## src/rtl/l_driver_pkg.sv

```systemverilog
// l_driver_pkg
//   Shared definitions for the left-side line driver and its bus neighbours
//   (rDriver, lMod): frame state encoding, fixed start/stop line levels and
//   the even-parity helper.
package l_driver_pkg;

  typedef enum logic [2:0] {
    IDLE   = 3'd0,
    START  = 3'd1,
    DATA   = 3'd2,
    PARITY = 3'd3,
    STOP   = 3'd4
  } l_state_e;

  localparam logic START_BIT = 1'b0;
  localparam logic STOP_BIT  = 1'b1;

  // Callers zero-extend narrower payloads; the extra zeros do not change the XOR.
  function automatic logic even_parity(input logic [31:0] d);
    return ^d;
  endfunction

endpackage

```

## src/rtl/l_driver_bit_timer.sv

```systemverilog
// l_driver_bit_timer
//   Per-bit clock counter for l_driver. Counts 0..CLKS_PER_BIT-1 while run is
//   high and wraps at the end of every line bit; held at 0 while idle.
// Ports:
//   clk, rst       clock, asynchronous active-high reset
//   run            a frame is in progress
//   restart        force the counter back to 0 (accept / abort)
//   pre_mid_tick   counter == CLKS_PER_BIT/2 - 1
//   mid_tick       counter == CLKS_PER_BIT/2
//   pre_end_tick   counter == CLKS_PER_BIT - 2
//   end_tick       counter == CLKS_PER_BIT - 1
module l_driver_bit_timer #(
  parameter int CLKS_PER_BIT = 4
) (
  input  logic clk,
  input  logic rst,
  input  logic run,
  input  logic restart,
  output logic pre_mid_tick,
  output logic mid_tick,
  output logic pre_end_tick,
  output logic end_tick
);

  localparam int CNT_W = (CLKS_PER_BIT > 2) ? $clog2(CLKS_PER_BIT) : 1;

  localparam logic [CNT_W-1:0] PRE_MID = CNT_W'(CLKS_PER_BIT/2 - 1);
  localparam logic [CNT_W-1:0] MID     = CNT_W'(CLKS_PER_BIT/2);
  localparam logic [CNT_W-1:0] PRE_END = CNT_W'(CLKS_PER_BIT - 2);
  localparam logic [CNT_W-1:0] LAST    = CNT_W'(CLKS_PER_BIT - 1);

  logic [CNT_W-1:0] cnt;

  always_ff @(posedge clk or posedge rst) begin
    if (rst) begin
      cnt <= '0;
    end else if (!run || restart || end_tick) begin
      cnt <= '0;
    end else begin
      cnt <= cnt + 1'b1;
    end
  end

  assign pre_mid_tick = (cnt == PRE_MID);
  assign mid_tick     = (cnt == MID);
  assign pre_end_tick = (cnt == PRE_END);
  assign end_tick     = (cnt == LAST);

endmodule

```

## src/rtl/l_driver.sv

```systemverilog
// l_driver
//   Left-side single-bit line driver. Accepts a DATA_W-bit word over a
//   valid/ready handshake and sends it as START, DATA (LSB first),
//   optional even PARITY, STOP, each bit CLKS_PER_BIT clocks long. Its own
//   line value is compared with the sensed line once per bit and the frame is
//   aborted on a mismatch.
//   Optional feature macro: L_DRIVER_PARITY_EN adds the PARITY bit.
// Ports:
//   clk, rst   clock, asynchronous active-high reset
//   tx_data    payload, captured on accept
//   tx_valid   producer has a word
//   tx_ready   driver idle and able to accept
//   line_o     driven line value (registered)
//   line_oe    line output enable (registered)
//   line_i     sensed line value
//   busy       frame in progress
//   done       one-cycle pulse in the last cycle of a good frame
//   collision  one-cycle pulse in the midpoint cycle of the aborted bit
module l_driver
  import l_driver_pkg::*;
#(
  parameter int DATA_W       = 8,
  parameter int CLKS_PER_BIT = 4
) (
  input  logic              clk,
  input  logic              rst,
  input  logic [DATA_W-1:0] tx_data,
  input  logic              tx_valid,
  output logic              tx_ready,
  output logic              line_o,
  output logic              line_oe,
  input  logic              line_i,
  output logic              busy,
  output logic              done,
  output logic              collision
);

  localparam int IDX_W = (DATA_W > 1) ? $clog2(DATA_W) : 1;
  localparam logic [IDX_W-1:0] LAST_IDX = IDX_W'(DATA_W - 1);

  l_state_e          state;
  logic [IDX_W-1:0]  bit_idx;
  logic [DATA_W-1:0] shreg;
  logic              accept;
  logic              abort;
  logic              mismatch;
  logic              shift_en;
  logic              pre_mid_tick;
  logic              mid_tick;
  logic              pre_end_tick;
  logic              end_tick;
`ifdef L_DRIVER_PARITY_EN
  logic              parity_q;
`endif

  assign accept = tx_valid && tx_ready;
  // The mismatch is registered into collision one cycle before the midpoint
  // so the pulse is visible in the midpoint cycle itself; the abort then
  // takes effect on the edge that ends that cycle.
  assign mismatch = busy && pre_mid_tick && (line_i != line_o);
  assign abort    = busy && mid_tick && collision;
  // shreg holds the bits not yet on the line; bit 0 is the next one to drive.
  assign shift_en = busy && end_tick && !abort && ((state == START) || (state == DATA));

  l_driver_bit_timer #(
    .CLKS_PER_BIT(CLKS_PER_BIT)
  ) u_bit_timer (
    .clk         (clk),
    .rst         (rst),
    .run         (busy),
    .restart     (accept || abort),
    .pre_mid_tick(pre_mid_tick),
    .mid_tick    (mid_tick),
    .pre_end_tick(pre_end_tick),
    .end_tick    (end_tick)
  );

  // Payload path (data only, no reset)
  always_ff @(posedge clk) begin
    if (accept) begin
      shreg <= tx_data;
    end else if (shift_en) begin
      shreg <= shreg >> 1;
    end
`ifdef L_DRIVER_PARITY_EN
    if (accept) begin
      parity_q <= even_parity(32'(tx_data));
    end
`endif
  end

  // Frame control and registered line outputs
  always_ff @(posedge clk or posedge rst) begin
    if (rst) begin
      state     <= IDLE;
      bit_idx   <= '0;
      tx_ready  <= 1'b1;
      line_o    <= STOP_BIT;
      line_oe   <= 1'b0;
      busy      <= 1'b0;
      done      <= 1'b0;
      collision <= 1'b0;
    end else begin
      done      <= 1'b0;
      collision <= mismatch;
      if (accept) begin
        state    <= START;
        bit_idx  <= '0;
        tx_ready <= 1'b0;
        busy     <= 1'b1;
        line_o   <= START_BIT;
        line_oe  <= 1'b1;
      end else if (busy) begin
        // done leads the STOP end by one edge so it lands in STOP's last cycle.
        if ((state == STOP) && pre_end_tick && !abort && !mismatch) begin
          done <= 1'b1;
        end
        if (abort) begin
          state    <= IDLE;
          tx_ready <= 1'b1;
          busy     <= 1'b0;
          line_o   <= STOP_BIT;
          line_oe  <= 1'b0;
        end else if (end_tick) begin
          case (state)
            START: begin
              state  <= DATA;
              line_o <= shreg[0];
            end
            DATA: begin
              if (bit_idx == LAST_IDX) begin
`ifdef L_DRIVER_PARITY_EN
                state  <= PARITY;
                line_o <= parity_q;
`else
                state  <= STOP;
                line_o <= STOP_BIT;
`endif
              end else begin
                bit_idx <= bit_idx + 1'b1;
                line_o  <= shreg[0];
              end
            end
`ifdef L_DRIVER_PARITY_EN
            PARITY: begin
              state  <= STOP;
              line_o <= STOP_BIT;
            end
`endif
            STOP: begin
              state    <= IDLE;
              tx_ready <= 1'b1;
              busy     <= 1'b0;
              line_o   <= STOP_BIT;
              line_oe  <= 1'b0;
            end
            default: begin
              state    <= IDLE;
              tx_ready <= 1'b1;
              busy     <= 1'b0;
              line_o   <= STOP_BIT;
              line_oe  <= 1'b0;
            end
          endcase
        end
      end
    end
  end

endmodule

```

## config.mk

```make
export PLATFORM = sky130hd
export DESIGN_NAME = l_driver
export DESIGN_NICKNAME = d
export VERILOG_FILES = /design/src/rtl/l_driver_pkg.sv /design/src/rtl/l_driver_bit_timer.sv /design/src/rtl/l_driver.sv
export SDC_FILE = /design/constraint.sdc
export NUM_CORES = 1
export LEC_CHECK = 0
export CAP_MARGIN = 15
export CORE_MARGIN = 2
export CORE_UTILIZATION = 50
export CTS_CLUSTER_SIZE = 10
export DETAILED_ROUTE_END_ITERATION = 10
export PLACE_DENSITY = 0.82
export SLEW_MARGIN = 0
export SYNTH_ARGS = -nofsm -noshare
export SYNTH_HDL_FRONTEND = slang
export SYNTH_HIERARCHICAL = 1
export SYNTH_SLANG_ARGS = --single-unit
```

## constraint.sdc

```tcl
create_clock -name clk -period 2.6 [get_ports clk]
set_input_delay 0.52 -clock clk [delete_from_list [all_inputs] [get_ports clk]]
set_output_delay 0.52 -clock clk [all_outputs]
set_load 0.1 [all_outputs]
```

# ---- Word level (Yosys, flattened, before mapping)
# Cells that the tools add are included.
# Widths: inputs -> output; s select.
dict set report word_totals {
  ff_bits 22
  memories 0
  latchBits 0
  output_inout_bits 6
  ramBits 0
  romBits 0
}
dict set report op_classes {
  addsub 2
  n_mux 39
  n_reduce_logical 28
  mul 0
  n_div 0
  shift 0
  n_lt_le_gt_ge 0
  n_bitwise 0
  n_eq_ne 12
}
# op n
set op_table {}
lappend op_table {{$mux 3} 11}
lappend op_table {{$mux 1} 23}
lappend op_table {{$mux 8} 2}
lappend op_table {{$logic_and 1x1->1} 11}
lappend op_table {{$reduce_bool 2->1} 4}
lappend op_table {{$eq 3x3->1 const B} 2}
lappend op_table {{$pmux 3 s2} 1}
lappend op_table {{$reduce_and 3->1} 2}
lappend op_table {{$reduce_and 5->1} 1}
lappend op_table {{$eq 2x2->1 const B} 2}
lappend op_table {{$logic_or 1x1->1} 4}
lappend op_table {{$ne 2x2->1 const B} 2}
lappend op_table {{$ne 4x3->1 const B} 1}
lappend op_table {{$add 3x1->3 const B} 1}
lappend op_table {{$eq 3x1->1 const B} 1}
lappend op_table {{$eq 3x2->1 const B} 1}
lappend op_table {{$logic_not 1->1} 3}
lappend op_table {{$ne 3x1->1 const B} 1}
lappend op_table {{$reduce_bool 3->1} 1}
lappend op_table {{$add 2x1->2 const B} 1}
lappend op_table {{$eq 2x1->1 const B} 1}
lappend op_table {{$mux 2} 1}
lappend op_table {{$pmux 1 s2} 1}
lappend op_table {{$reduce_and 2->1} 1}
lappend op_table {{2 further kinds} 2}

# ---- Depth between registers and ports, before layout
dict set report depth {
  ltp_word 9
  ltp_mapped 6
  mapped_depth_nobuf 5
}

# ---- Modules after synthesis
# The synthesis kept the hierarchy.
# module area_per_inst_um2 instances cells_per_inst seq_area_each_um2
set by_module_without_submodules {}
lappend by_module_without_submodules {l_driver 1009.7 1 85 543.0}
lappend by_module_without_submodules {l_driver_bit_timer 123.9 1 11 50.0}

# ---- Least setup slack after synthesis
# No wires, ideal clock.
dict set report synth_path {
  path_type {register -> register}
  start {register busy}
  end {register shreg[0], enable pin}
  synth_period_minus_slack_ns 2.521
  setup_slack_ns 0.079
  stages_incl_launch_ff 5
  arrival_time_ns 2.137
  setup_time_ns 0.384
  cell_sequence {dfrtp_1 -> buf_4 -> a21boi_2 -> nand2_1 -> o21ai_0}
}
dict set report synth_between {
  elab_chain_len 6
  elab_cells_between_ends 7
}
# item line_no
set synth_rtl {}
lappend synth_rtl {{start: declaration} l_driver.sv:33} ;# output logic busy,
lappend synth_rtl {{start signal: assignment} l_driver.sv:100} ;# busy <= 1'b0;
lappend synth_rtl {{start signal: assignment} l_driver.sv:110} ;# busy <= 1'b1;
lappend synth_rtl {{start signal: assignment} l_driver.sv:121} ;# busy <= 1'b0;
lappend synth_rtl {{$logic_and 1x1->1 (2 in series)} l_driver.sv:61} ;# assign abort = busy && mid_tick && collision;
lappend synth_rtl {{$logic_not 1->1} l_driver.sv:63} ;# assign shift_en = busy && end_tick && !abort && ((state == START) || (state == DATA));
lappend synth_rtl {{$logic_and 1x1->1 * (2 in series)} l_driver.sv:63}
lappend synth_rtl {{$reduce_bool 2->1 (no line) *} n/a}
lappend synth_rtl {{end signal: assignment} l_driver.sv:81} ;# shreg <= tx_data;
lappend synth_rtl {{end signal: assignment} l_driver.sv:83} ;# shreg <= shreg >> 1;
lappend synth_rtl {{end: declaration} l_driver.sv:43} ;# logic [DATA_W-1:0] shreg;
# Every way passes the cells marked *; elsewhere a longest branch is shown, timed or not.
# A chain may end at the register's enable or synchronous reset.

# ---- Worst setup path after layout
dict set report layout_path {
  start {register u_bit_timer.cnt[0]}
  end {register shreg[3], enable pin}
}
dict set report layout_between {
  elab_chain_len 7
  elab_cells_between_ends 9
}
# item line_no
set layout_rtl {}
lappend layout_rtl {{start: declaration} l_driver_bit_timer.sv:32} ;# logic [CNT_W-1:0] cnt;
lappend layout_rtl {{start signal: assignment} l_driver_bit_timer.sv:40} ;# cnt <= cnt + 1'b1;
lappend layout_rtl {{$eq 2x2->1} l_driver_bit_timer.sv:45} ;# assign mid_tick = (cnt == MID);
lappend layout_rtl {{via mid_tick} l_driver.sv:49} ;# logic mid_tick;
lappend layout_rtl {{$logic_and 1x1->1 (2 in series)} l_driver.sv:61}
lappend layout_rtl {{$logic_not 1->1} l_driver.sv:63}
lappend layout_rtl {{$logic_and 1x1->1 (2 in series)} l_driver.sv:63}
lappend layout_rtl {{$reduce_bool 2->1 (no line)} n/a}
# The timed path passes the listed nets, and every way through them passes these cells.

==> out/metrics.cfg <==
[sta]
finalHoldViolations=0
finalCritPeriodShare=0.8537
skew_ns=0.007628
relSlewSlack=0.3013
finalSetupViolCount=0
fin_crit_ns=2.220
fmax_mhz=450.5
rsz0062_at_grt=no
fin_setup_tns_ns=0
fin_hold_ws_ns=0.3804
slew_viol_final=0
worst_pin_slew_ns=1.037

[critical_path]
crit_fanout=8
worstSetupEndpointType=flop
cpPeakStageDelay_ns=0.82
path_delay_family=compound AO/OA/AOI/OAI gates
cp_num_buf_inv=1
path_class=reg -> reg
crit_required_ns=2.54
cpMaxStageDelayCell=o21ai_0
start_kind=flop
rrSetupSlack_ns=0.38
crit_chain=inv_1, ha_1, a21boi_2, nand2_1, o21ai_0
critPathArrivalTime_ns=2.16

[clock_network]
cts_made_buffers=3
cts_hold_buf=0
clock_latency_ns=0.31
cts_root_buf=clkbuf_4
clk_path_buf_depth=2
ctsResizeCount=0
clkTransAtPathRegs_ns=0.12
clock-sinks=22
cts_max_level=1
cts_tree=yes
cts_setup_buffers=0

[layout]
multiInputGateArea_um2=491.7
final_util=0.6171
postLayoutCellArea_mm2=0.001339
syn_to_final_growth_pct=18.10
fillers=187
antenna_cells=0
drive_above_1_share=0.2155
fin_cells=144
fin_nets=134
seq_area_um2=593.1

[yosys]
synth_top_area_share=0.2649
syn_area_per_cell_um2=11.81
yosys.area.top_type=dfrtp_1
syn_area_mm2=0.001134
synth_warnings=6
ys_seq_area_frac=0.5232
synthCells=96
synth_commonest_cells=13 x nand2_1, 12 x dfrtp_1, 8 x edfxtp_1, 6 x inv_1, 6 x mux2_2
synth_edf_count=8
ys_types=37
synth_area_leaders=dfrtp_1 26%, edfxtp_1 21%, mux2_2 6.0%, ha_1 5.5%, dfstp_2 4.6%
yosys.cell_count.top_type=nand2_1
syn_nets=113
ys_ff_latch=22
synthArstFlopShare=0.6364
synthFlopType=dfrtp_1

[global_routing]
grt_pass1_vias=756
grt.overflow.total=0
antenna_found_initial=0
grt_use_met1=0.2406
grt_max_degree=13
grt_pass1_wl_um=3360
grtUsageMet3=0.05460
grt_busiest_layer=met2
grt_use_met2=0.2628
grt_usage=0.1724

[drt]
drt_iter0_drc=17
dr.pass1.iters=4
vias=780
viasPerCell=5.417
antenna_left=0
routed_wl_um=2032
drc=0
avgRoutedWirePerCell_um=14.11

[floorplanning]
core_area_mm2=0.002170
num_rows=17
die_height_um=51.62
chipWidth_um=51.62
initial_core_util=0.5225
pin_count=18
dieArea_mm2=0.002664

[flow_run]
cap_violations=0

[place]
gp_congestion=0.8180
post-dp-hpwl_um=1539
placed_cells=140
numPortBuffers=17
placed_area_mm2=0.001313

[pwr]
ir_drop_uv=518.8
leakage_nw=0.6074
power_density_mw_per_mm2=850.3

[run_status]
outcome=completed

[worst_hold_path]
hold_path_class=in -> async

==> cells in the final DEF (no fill, tap or decap), types with 3 or more instances in the layout <==
master,netlist,layout
clkbuf_4,0,3
nand3b_1,3,3
mux2_2,6,6
clkdlybuf4s50_1,0,11
o21ai_0,3,3
edfxtp_1,8,8
inv_1,6,6
dfrtp_1,12,12
ha_1,5,5
nand2_1,13,13
a21oi_1,3,3
buf_4,2,8
mux2i_1,3,3
==> power breakdown <==
group          internal [mW]  switching [mW]  total (mW)
logic                  0.173           0.309       0.482
clock network         0.0560          0.0999       0.156
registers              0.437          0.0635       0.500
total                  0.666           0.473        1.14
==> per-stage QoR <==
stage	setup slack, ns	power, mW
global placement	0.4781	0.9737
detailed placement	0.3460	0.9890
global route	0.2049	1.207
floorplan	0.07888	0.8812
CTS	0.3497	1.146
finish	0.3804	1.138
==> final timing paths <==
kind	end	start	cells past startpoint
worst max-delay path	shreg[3]	u_bit_timer/cnt[0]	5
worst min-delay path	u_bit_timer/cnt[0]	rst	2
worst max register to register	shreg[3]	u_bit_timer/cnt[0]	5
worst min register to register	u_bit_timer/cnt[0]	u_bit_timer/cnt[0]	1
max in group asynchronous	line_o	rst	2
min in group clk	u_bit_timer/cnt[0]	u_bit_timer/cnt[0]	1
==> sequential cells by signal, indices dropped and copies added, names as in the netlist <==
name             flops
line_o               1
state                3
collision            1
bit_idx              3
tx_ready             1
line_oe              1
done                 1
shreg                8
u_bit_timer/cnt      2
busy                 1
==> metal layers <==
| layer | vias up | share of wire |
|---|---|---|
| li1 | 384 | - |
| met1 | 375 | 0.48 |
| met2 | 19 | 0.46 |
| met3 | 2 | 0.054 |
| met4 | 0 | 0.0059 |
| met5 | - | 0 |
==> cells by family after synthesis <==
family,share of synthesized area
adder cells (fa/ha/maj),0.05519
AO/OA/AOI/OAI,0.08941
AND/OR/NAND/NOR,0.1744
flip-flops,0.5232
XOR/XNOR,0.01546
multiplexers,0.09933
buffers and inverters,0.04304
==> cell type report <==
type / instances / area share
multi-input cells: 65 / 0.3673
inverters: 6 / 0.01682
repair buffers: 19 / 0.1271
flip-flops and latches: 22 / 0.4430
clock inverters: 1 / 0.002804
clock buffers: 3 / 0.01682
well taps: 28 / 0.02617
Power figures use the tool's default switching activity.
